## config.mk

```make
export PLATFORM = sky130hd
export DESIGN_NAME = vga_scan_engine
export DESIGN_NICKNAME = d
export VERILOG_FILES = /design/src/rtl/vga_scan_engine.sv
export SDC_FILE = /design/constraint.sdc
export NUM_CORES = 1
export LEC_CHECK = 0
export CORE_ASPECT_RATIO = 2
export CORE_UTILIZATION = 43
export DETAILED_ROUTE_END_ITERATION = 10
export PLACE_DENSITY = 0.78
export SYNTH_ARGS = -nofsm -noshare
export SYNTH_HDL_FRONTEND = slang
export SYNTH_SLANG_ARGS = --single-unit
```

## constraint.sdc

```tcl
create_clock -name clk -period 1.7 [get_ports clk]
set_input_delay 0.34 -clock clk [delete_from_list [all_inputs] [get_ports clk]]
set_output_delay 0.34 -clock clk [all_outputs]
set_load 0.1 [all_outputs]
```

## src/rtl/vga_scan_engine.sv

```systemverilog
// VGA scan-timing and pixel-output stage: x/y counters, registered RGB/sync pins and a
// frame_start pulse on the wrap to (0,0). All state advances only on pix_ce.
module vga_scan_engine #(
    parameter int unsigned H_VISIBLE = 800,
    parameter int unsigned H_FRONT   = 56,
    parameter int unsigned H_SYNC    = 120,
    parameter int unsigned H_BACK    = 64,
    parameter int unsigned V_VISIBLE = 600,
    parameter int unsigned V_FRONT   = 37,
    parameter int unsigned V_SYNC    = 6,
    parameter int unsigned V_BACK    = 23,
    parameter bit          HS_POL    = 1'b1,
    parameter bit          VS_POL    = 1'b1,
    parameter logic [8:0]  FG_RGB    = 9'h1FF,
    parameter logic [8:0]  BG_RGB    = 9'h000
) (
    input  logic        clk,
    input  logic        rst,
    input  logic        pix_ce,
    input  logic        hit,
    output logic [10:0] x,
    output logic [10:0] y,
    output logic [8:0]  rgb,
    output logic        hsync,
    output logic        vsync,
    output logic        frame_start
);

    localparam int unsigned H_TOTAL = H_VISIBLE + H_FRONT + H_SYNC + H_BACK;
    localparam int unsigned V_TOTAL = V_VISIBLE + V_FRONT + V_SYNC + V_BACK;

    localparam logic [10:0] HLast    = 11'(H_TOTAL - 1);
    localparam logic [10:0] VLast    = 11'(V_TOTAL - 1);
    localparam logic [10:0] HVis     = 11'(H_VISIBLE);
    localparam logic [10:0] VVis     = 11'(V_VISIBLE);
    localparam logic [10:0] HsFirst  = 11'(H_VISIBLE + H_FRONT);
    localparam logic [10:0] HsLast   = 11'(H_VISIBLE + H_FRONT + H_SYNC - 1);
    localparam logic [10:0] VsFirst  = 11'(V_VISIBLE + V_FRONT);
    localparam logic [10:0] VsLast   = 11'(V_VISIBLE + V_FRONT + V_SYNC - 1);

    logic [10:0] x_q, x_d;
    logic [10:0] y_q, y_d;
    logic [8:0]  rgb_q, rgb_d;
    logic        hsync_q, hsync_d;
    logic        vsync_q, vsync_d;
    logic        frame_start_q, frame_start_d;
    logic        active;

    assign active = (x_q < HVis) && (y_q < VVis);

    always_comb begin
        x_d           = x_q;
        y_d           = y_q;
        rgb_d         = rgb_q;
        hsync_d       = hsync_q;
        vsync_d       = vsync_q;
        frame_start_d = 1'b0;
        if (pix_ce) begin
            // Pixel outputs are computed from the current counters, so they trail x/y by one.
            rgb_d   = active ? (hit ? FG_RGB : BG_RGB) : 9'h000;
            hsync_d = (x_q >= HsFirst && x_q <= HsLast) ? HS_POL : ~HS_POL;
            vsync_d = (y_q >= VsFirst && y_q <= VsLast) ? VS_POL : ~VS_POL;
            if (x_q == HLast) begin
                x_d = '0;
                if (y_q == VLast) begin
                    y_d           = '0;
                    frame_start_d = 1'b1;
                end else begin
                    y_d = y_q + 11'd1;
                end
            end else begin
                x_d = x_q + 11'd1;
            end
        end
    end

    always_ff @(posedge clk) begin
        if (!rst) begin
            x_q           <= '0;
            y_q           <= '0;
            rgb_q         <= '0;
            hsync_q       <= ~HS_POL;
            vsync_q       <= ~VS_POL;
            frame_start_q <= 1'b0;
        end else begin
            x_q           <= x_d;
            y_q           <= y_d;
            rgb_q         <= rgb_d;
            hsync_q       <= hsync_d;
            vsync_q       <= vsync_d;
            frame_start_q <= frame_start_d;
        end
    end

    assign x           = x_q;
    assign y           = y_q;
    assign rgb         = rgb_q;
    assign hsync       = hsync_q;
    assign vsync       = vsync_q;
    assign frame_start = frame_start_q;

endmodule

```

Yosys cells after proc, flatten, opt, wreduce, memory -nomap -nowiden
Cells that the tools add are included.
W data, S select, Z words.

word-level totals
  input bits = 4
  register bits = 34
  word-level logic and storage cells = 28

operators by class
  equal/unequal tests = 2
  mux-type cells = 7
  $lt $le $gt $ge = 6
  $add $sub $neg = 2
  reduce and logical (&&, ||, !) cells = 5

operator list
  operator                 number
  $add A11 B1 Y11 const B  2
  $ge A11 B10 Y1 const B   2
  $le A11 B10 Y1 const B   2
  $lt A11 B10 Y1 const B   2
  $mux W11                 2
  $mux W9                  2
  $eq A11 B10 Y1 const B   1
  $eq A11 B11 Y1 const B   1
  $logic_and A1 B1 Y1      3
  $mux W1                  3
  $reduce_and A3 Y1        1
  $reduce_and A2 Y1        1

Depth between registers and ports, before layout
Gate-level depths: netlist of the first run.

  depth in word-level cells = 3
  mapped depth = 7

Least setup slack after synthesis of the first run
No wires, ideal clock.

  kind = register -> register
  from = register x_q[0] (netlist: x[0])
  to = register y_q[10] (netlist: y[10])
  path buffers = 1
  library setup time = 0.070 ns
  cell stages (with the launch flop) = 7
  arrival time = 2.434 ns
  path slack = -0.803 ns
  data required time = 1.630 ns
  cells stage by stage = dfxtp_1 ha_1 and4_1 buf_2 nand4_2 or4_1 a21oi_1

between the ends
  cells in the longest elaborated chain, start to end = 2

RTL lines
  what                         line  source
  from (decl)                  41    logic [10:0] x_q, x_d;
  from (signal assigned)       79    x_q <= '0;
  from (signal assigned)       86    x_q <= x_d;
  $eq A11 B11 Y1               63    if (x_q == HLast) begin
  $reduce_and A2 Y1 (no line)  n/a
  to (signal assigned)         87    y_q <= y_d;
  to (decl)                    42    logic [10:0] y_q, y_d;

Every way passes these cells.
A chain may end at the register's enable or synchronous reset.

Worst setup path in the final report of the first run
  from = register y_q[1] (netlist: y[1])
  to = register vsync_q (netlist: vsync)

between the ends
  cells in the longest elaborated chain, start to end = 3
  elaborated cells between the ends (all ways) = 4
  classes of those cells = order compare (2); mux (1); reduce/logical (1)

RTL lines
  what                                                     line  source
  $ge A11 B10 Y1 / $le A11 B10 Y1 (equally long branches)  62    vsync_d = (y_q >= VsFirst && y_q <= VsLast) ? VS_POL : ~VS_POL;
  $logic_and A1 B1 Y1 (*)                                  62
  $mux W1 (*)                                              62
  to (signal assigned)                                     83    vsync_q <= ~VS_POL;
  to (signal assigned)                                     90    vsync_q <= vsync_d;
  to (decl)                                                45    logic vsync_q, vsync_d;

Every way passes the cells marked *; elsewhere a longest branch is shown, timed or not.

==> results of run 1 <==
flip-flops by register name (all words and copies together) (netlist names):
signal	cells
y	11
rgb	1
vsync	1
hsync	1
x	11
frame_start	1
logic make-up after synthesis:
family,after synthesis,share of synthesized area (%)
flops,26,37.0
xor+xnor,12,7.48
compound gates,28,12.2
fa+ha+maj,4,3.56
mux,1,0.712
simple gates,74,31.0
buf+inv,21,8.01
synth_stat cells, types with 2 or more instances:
master,count,area [um^2]
a21oi_1,10,50.1
and2_1,2,12.5
and3_1,3,18.8
and4_1,2,17.5
buf_2,3,15.0
buf_4,8,60.1
clkbuf_1,2,7.51
dfxtp_1,26,521
ha_1,4,50.1
inv_1,8,30.0
nand2_1,11,41.3
nand2b_1,2,12.5
nand3_1,5,25.0
nand4_1,7,43.8
nor2_1,17,63.8
nor2b_1,3,18.8
nor3_1,3,15.0
nor4_1,2,12.5
o21a_1,3,22.5
o21ai_0,8,40.0
o31ai_1,2,15.0
or3_1,4,25.0
or3_2,3,22.5
or4_1,2,15.0
xnor2_1,6,52.6
xor2_1,6,52.6
power groups by stage:
stage / registers (uW) / logic, uW / clock network (uW)
4_1_cts: 612 / 255 / 363
3_3_place_gp: 625 / 252 / 0
3_5_place_dp: 627 / 254 / 0
2_1_floorplan: 668 / 120 / 0
6_report: 612 / 255 / 362
5_1_grt: 613 / 264 / 396
worst register-to-register path, delay by kind of cell (launching register included):
family / cells / cell delay [ns]
AO/OA/AOI/OAI: 2 / 0.48
flip-flops: 1 / 0.37
AND/OR/NAND/NOR: 2 / 0.85
cell usage in the layout, fill, tap and decap left out, types with 4 or more instances in the layout:
| cell | count |
|---|---|
| a21oi_1 | 8 |
| buf_12 | 35 |
| buf_4 | 19 |
| dfxtp_2 | 9 |
| dfxtp_4 | 14 |
| inv_1 | 8 |
| nand2_1 | 11 |
| nand3_1 | 4 |
| nand4_1 | 7 |
| nor2_1 | 17 |
| o21ai_0 | 7 |
| or3_1 | 4 |
| xnor2_1 | 6 |
| xor2_1 | 6 |
per-layer routing:
metal  share of wire (%)  global-route usage [%]  vias up
met5                   0                       0        -
li1                    -                       -      671
met3                 4.0                    2.61       19
met2                  58                    43.6       55
met1                  34                    22.7      701
met4                 4.4                    11.6        0
how the worst min path moves through the flow:
stage	startpoint	to	slack (ns)	cells after the start
after global placement	y[1]$_SDFFE_PN0P_	y[1]$_SDFFE_PN0P_	0.49	2
after global routing	y[1]$_SDFFE_PN0P_	y[1]$_SDFFE_PN0P_	0.56	2
after CTS	hsync$_SDFFE_PN0P_	hsync$_SDFFE_PN0P_	0.51	2
after floorplan	rst	rgb[7]$_SDFFE_PN0P_	0.46	1
after detailed placement	hsync$_SDFFE_PN0P_	hsync$_SDFFE_PN0P_	0.50	2
final	hsync$_SDFFE_PN0P_	hsync$_SDFFE_PN0P_	0.51	2
per-stage QoR:
step           util [%]  setup TNS (ns)
2_1_floorplan         -          -0.406
3_3_place_gp       72.5           -3.90
3_5_place_dp       72.5           -5.24
4_1_cts            74.7               0
5_1_grt            76.7           -1.53
6_report           76.7          -0.113
cell type report:
class	instances	area, um^2
repair buffers	58	885
multi-input cells	119	838
fillers	193	736
flip-flops and latches	26	584
clock buffers	3	41.3
well taps	31	38.8
inverters	8	30.0
clock inverters	1	3.75
repair_timing:
item | CTS | global route
gates resized for setup | 2 | 7
setup endpoints to repair | 6 | 10
setup buffers | 3 | 4
pin swaps | 3 | 5
endpoints found under the hold margin | 0 | 0
==> results.sh, run 1 <==
export IMPL_grt_max_degree=15
export IMPL_arrival_ns=1.97
export IMPL_ir_drop_mv=0.534
export IMPL_grt_pass1_vias=1420
export IMPL_cp_top_family="simple AND/OR/NAND/NOR gates"
export IMPL_cp_slowest_cell="or4b_2"
export IMPL_pwr_share_comb_pct=20.7
export IMPL_worst_pin_slew_ns=0.477
export IMPL_cts_buffer_depth=2
export IMPL_areaGrowthSynthToFinish_pct=72.3
export IMPL_power_share_sequential_pct=49.8
export IMPL_cts_clk_slew_worst_paths_ns=0.08
export IMPL_antenna_cells=0
export IMPL_rr_startpoint="y[1]$_SDFFE_PN0P_"
export IMPL_period_share_pct=103
export IMPL_criticalPathCategory="reg -> reg"
export IMPL_yosysSeqAreaShare_pct=37.0
export IMPL_cp_start_kind="flop"
export IMPL_crit_path_end="vsync$_SDFFE_PN0P_"
export IMPL_min_period_ns=1.75
export IMPL_failed_checks="negative setup slack"
export IMPL_nets=224
export IMPL_place_ws_ns=-0.466
export IMPL_clock_sinks=26
export IMPL_r2r_cells=4
export IMPL_dp_cells=235
export IMPL_cts_tree="done"
export IMPL_regToRegEndpoint="vsync$_SDFFE_PN0P_"
export IMPL_ant_nets=0
export IMPL_drt_wl_total_mm=4.27
export IMPL_routabilityCongestion=0.963
export IMPL_synth_nets=174
export IMPL_cp_required_ns=1.93
export IMPL_drt_vias_per_instance=5.88
export IMPL_grt_first_pass_wirelength_mm=6.37
export IMPL_post_drt_wl_per_cell_um=17.4
export IMPL_hold_slack_ns=0.512
export IMPL_setup_viol=4
export IMPL_critPathMaxFanout=6
export IMPL_path_buf_inv=0
export IMPL_cpPeakStageDelay_ns=0.64
export IMPL_io_buffers=37
export IMPL_finClkSkew_ns=0.00542
export IMPL_cts_root_buf="clkbuf_8"
export IMPL_netlist_instances=166
export IMPL_reg2reg_slack_ns=-0.05
export IMPL_rsz0062_at_grt="yes"
export IMPL_vias=1446
export IMPL_clkPwrFrac_pct=29.5
export IMPL_insertion_delay_ns=0.28
export IMPL_fin_total_pwr_uw=1230
export IMPL_die_width_um=42.4
export IMPL_drive_gt1_share_pct=46.0
export IMPL_finalNonFillerCells=246
export IMPL_syn_area_per_cell_um2=8.46
export IMPL_ys_warn_count=0
export IMPL_synth_seq_cells=26
export IMPL_p_per_area_nw_per_um2=507
export IMPL_grt_overflow=0
export IMPL_place_hpwl_mm=2.92
export IMPL_htreeDepth=1
export IMPL_final_cell_area_um2=2420
export IMPL_cts_buffers=3
export IMPL_drc=0
export IMPL_first_pass_iters=4
export IMPL_ys_async_sr_fraction_pct=0
export IMPL_status="complete, but fails checks"
export IMPL_leakage_uw=0.000900
export IMPL_track_usage_pct=22.9
export IMPL_synth_edf_count=0
export IMPL_p_int_uw=852
export IMPL_die_area_um2=3510
export IMPL_p_sw_uw=377
export IMPL_hold_class="reg -> reg"
export IMPL_hold_violations=0
export IMPL_cts_hold_fix_buffers=0
export IMPL_max_freq_mhz=572
export IMPL_dpl_instance_area_um2=2290
export IMPL_synthFlopType="dfxtp_1"
export IMPL_drv_slew=0
export IMPL_ys_types=40
export IMPL_end_kind="flop"
export IMPL_die_h_um=82.8
export IMPL_core_area_um2=3160
export IMPL_antenna_found_initial=0
export IMPL_crit_path_start="y[1]$_SDFFE_PN0P_"
export IMPL_swShare_pct=30.7
export IMPL_core_rowCount=29
export IMPL_initialDrtViolationCount=58
export IMPL_fin_ws_ns=-0.0471
export IMPL_path_cells="and2_1 > or4b_2 > a221oi_2 > o21a_1"
export IMPL_cp_depth=4
export IMPL_maxCapViolCount=0
export IMPL_start_util_pct=44.5
export IMPL_synth_area_um2=1410
export IMPL_pin_count=38
export IMPL_slew_headroom_pct=68.2
Note: power is estimated with default switching activity, not from simulation.
==> run 2: changes to the inputs <==
SLEW_MARGIN = 20   (was unset)
==> results of run 2 <==
Final layout, timing and power as in run 1 (identical DEF).
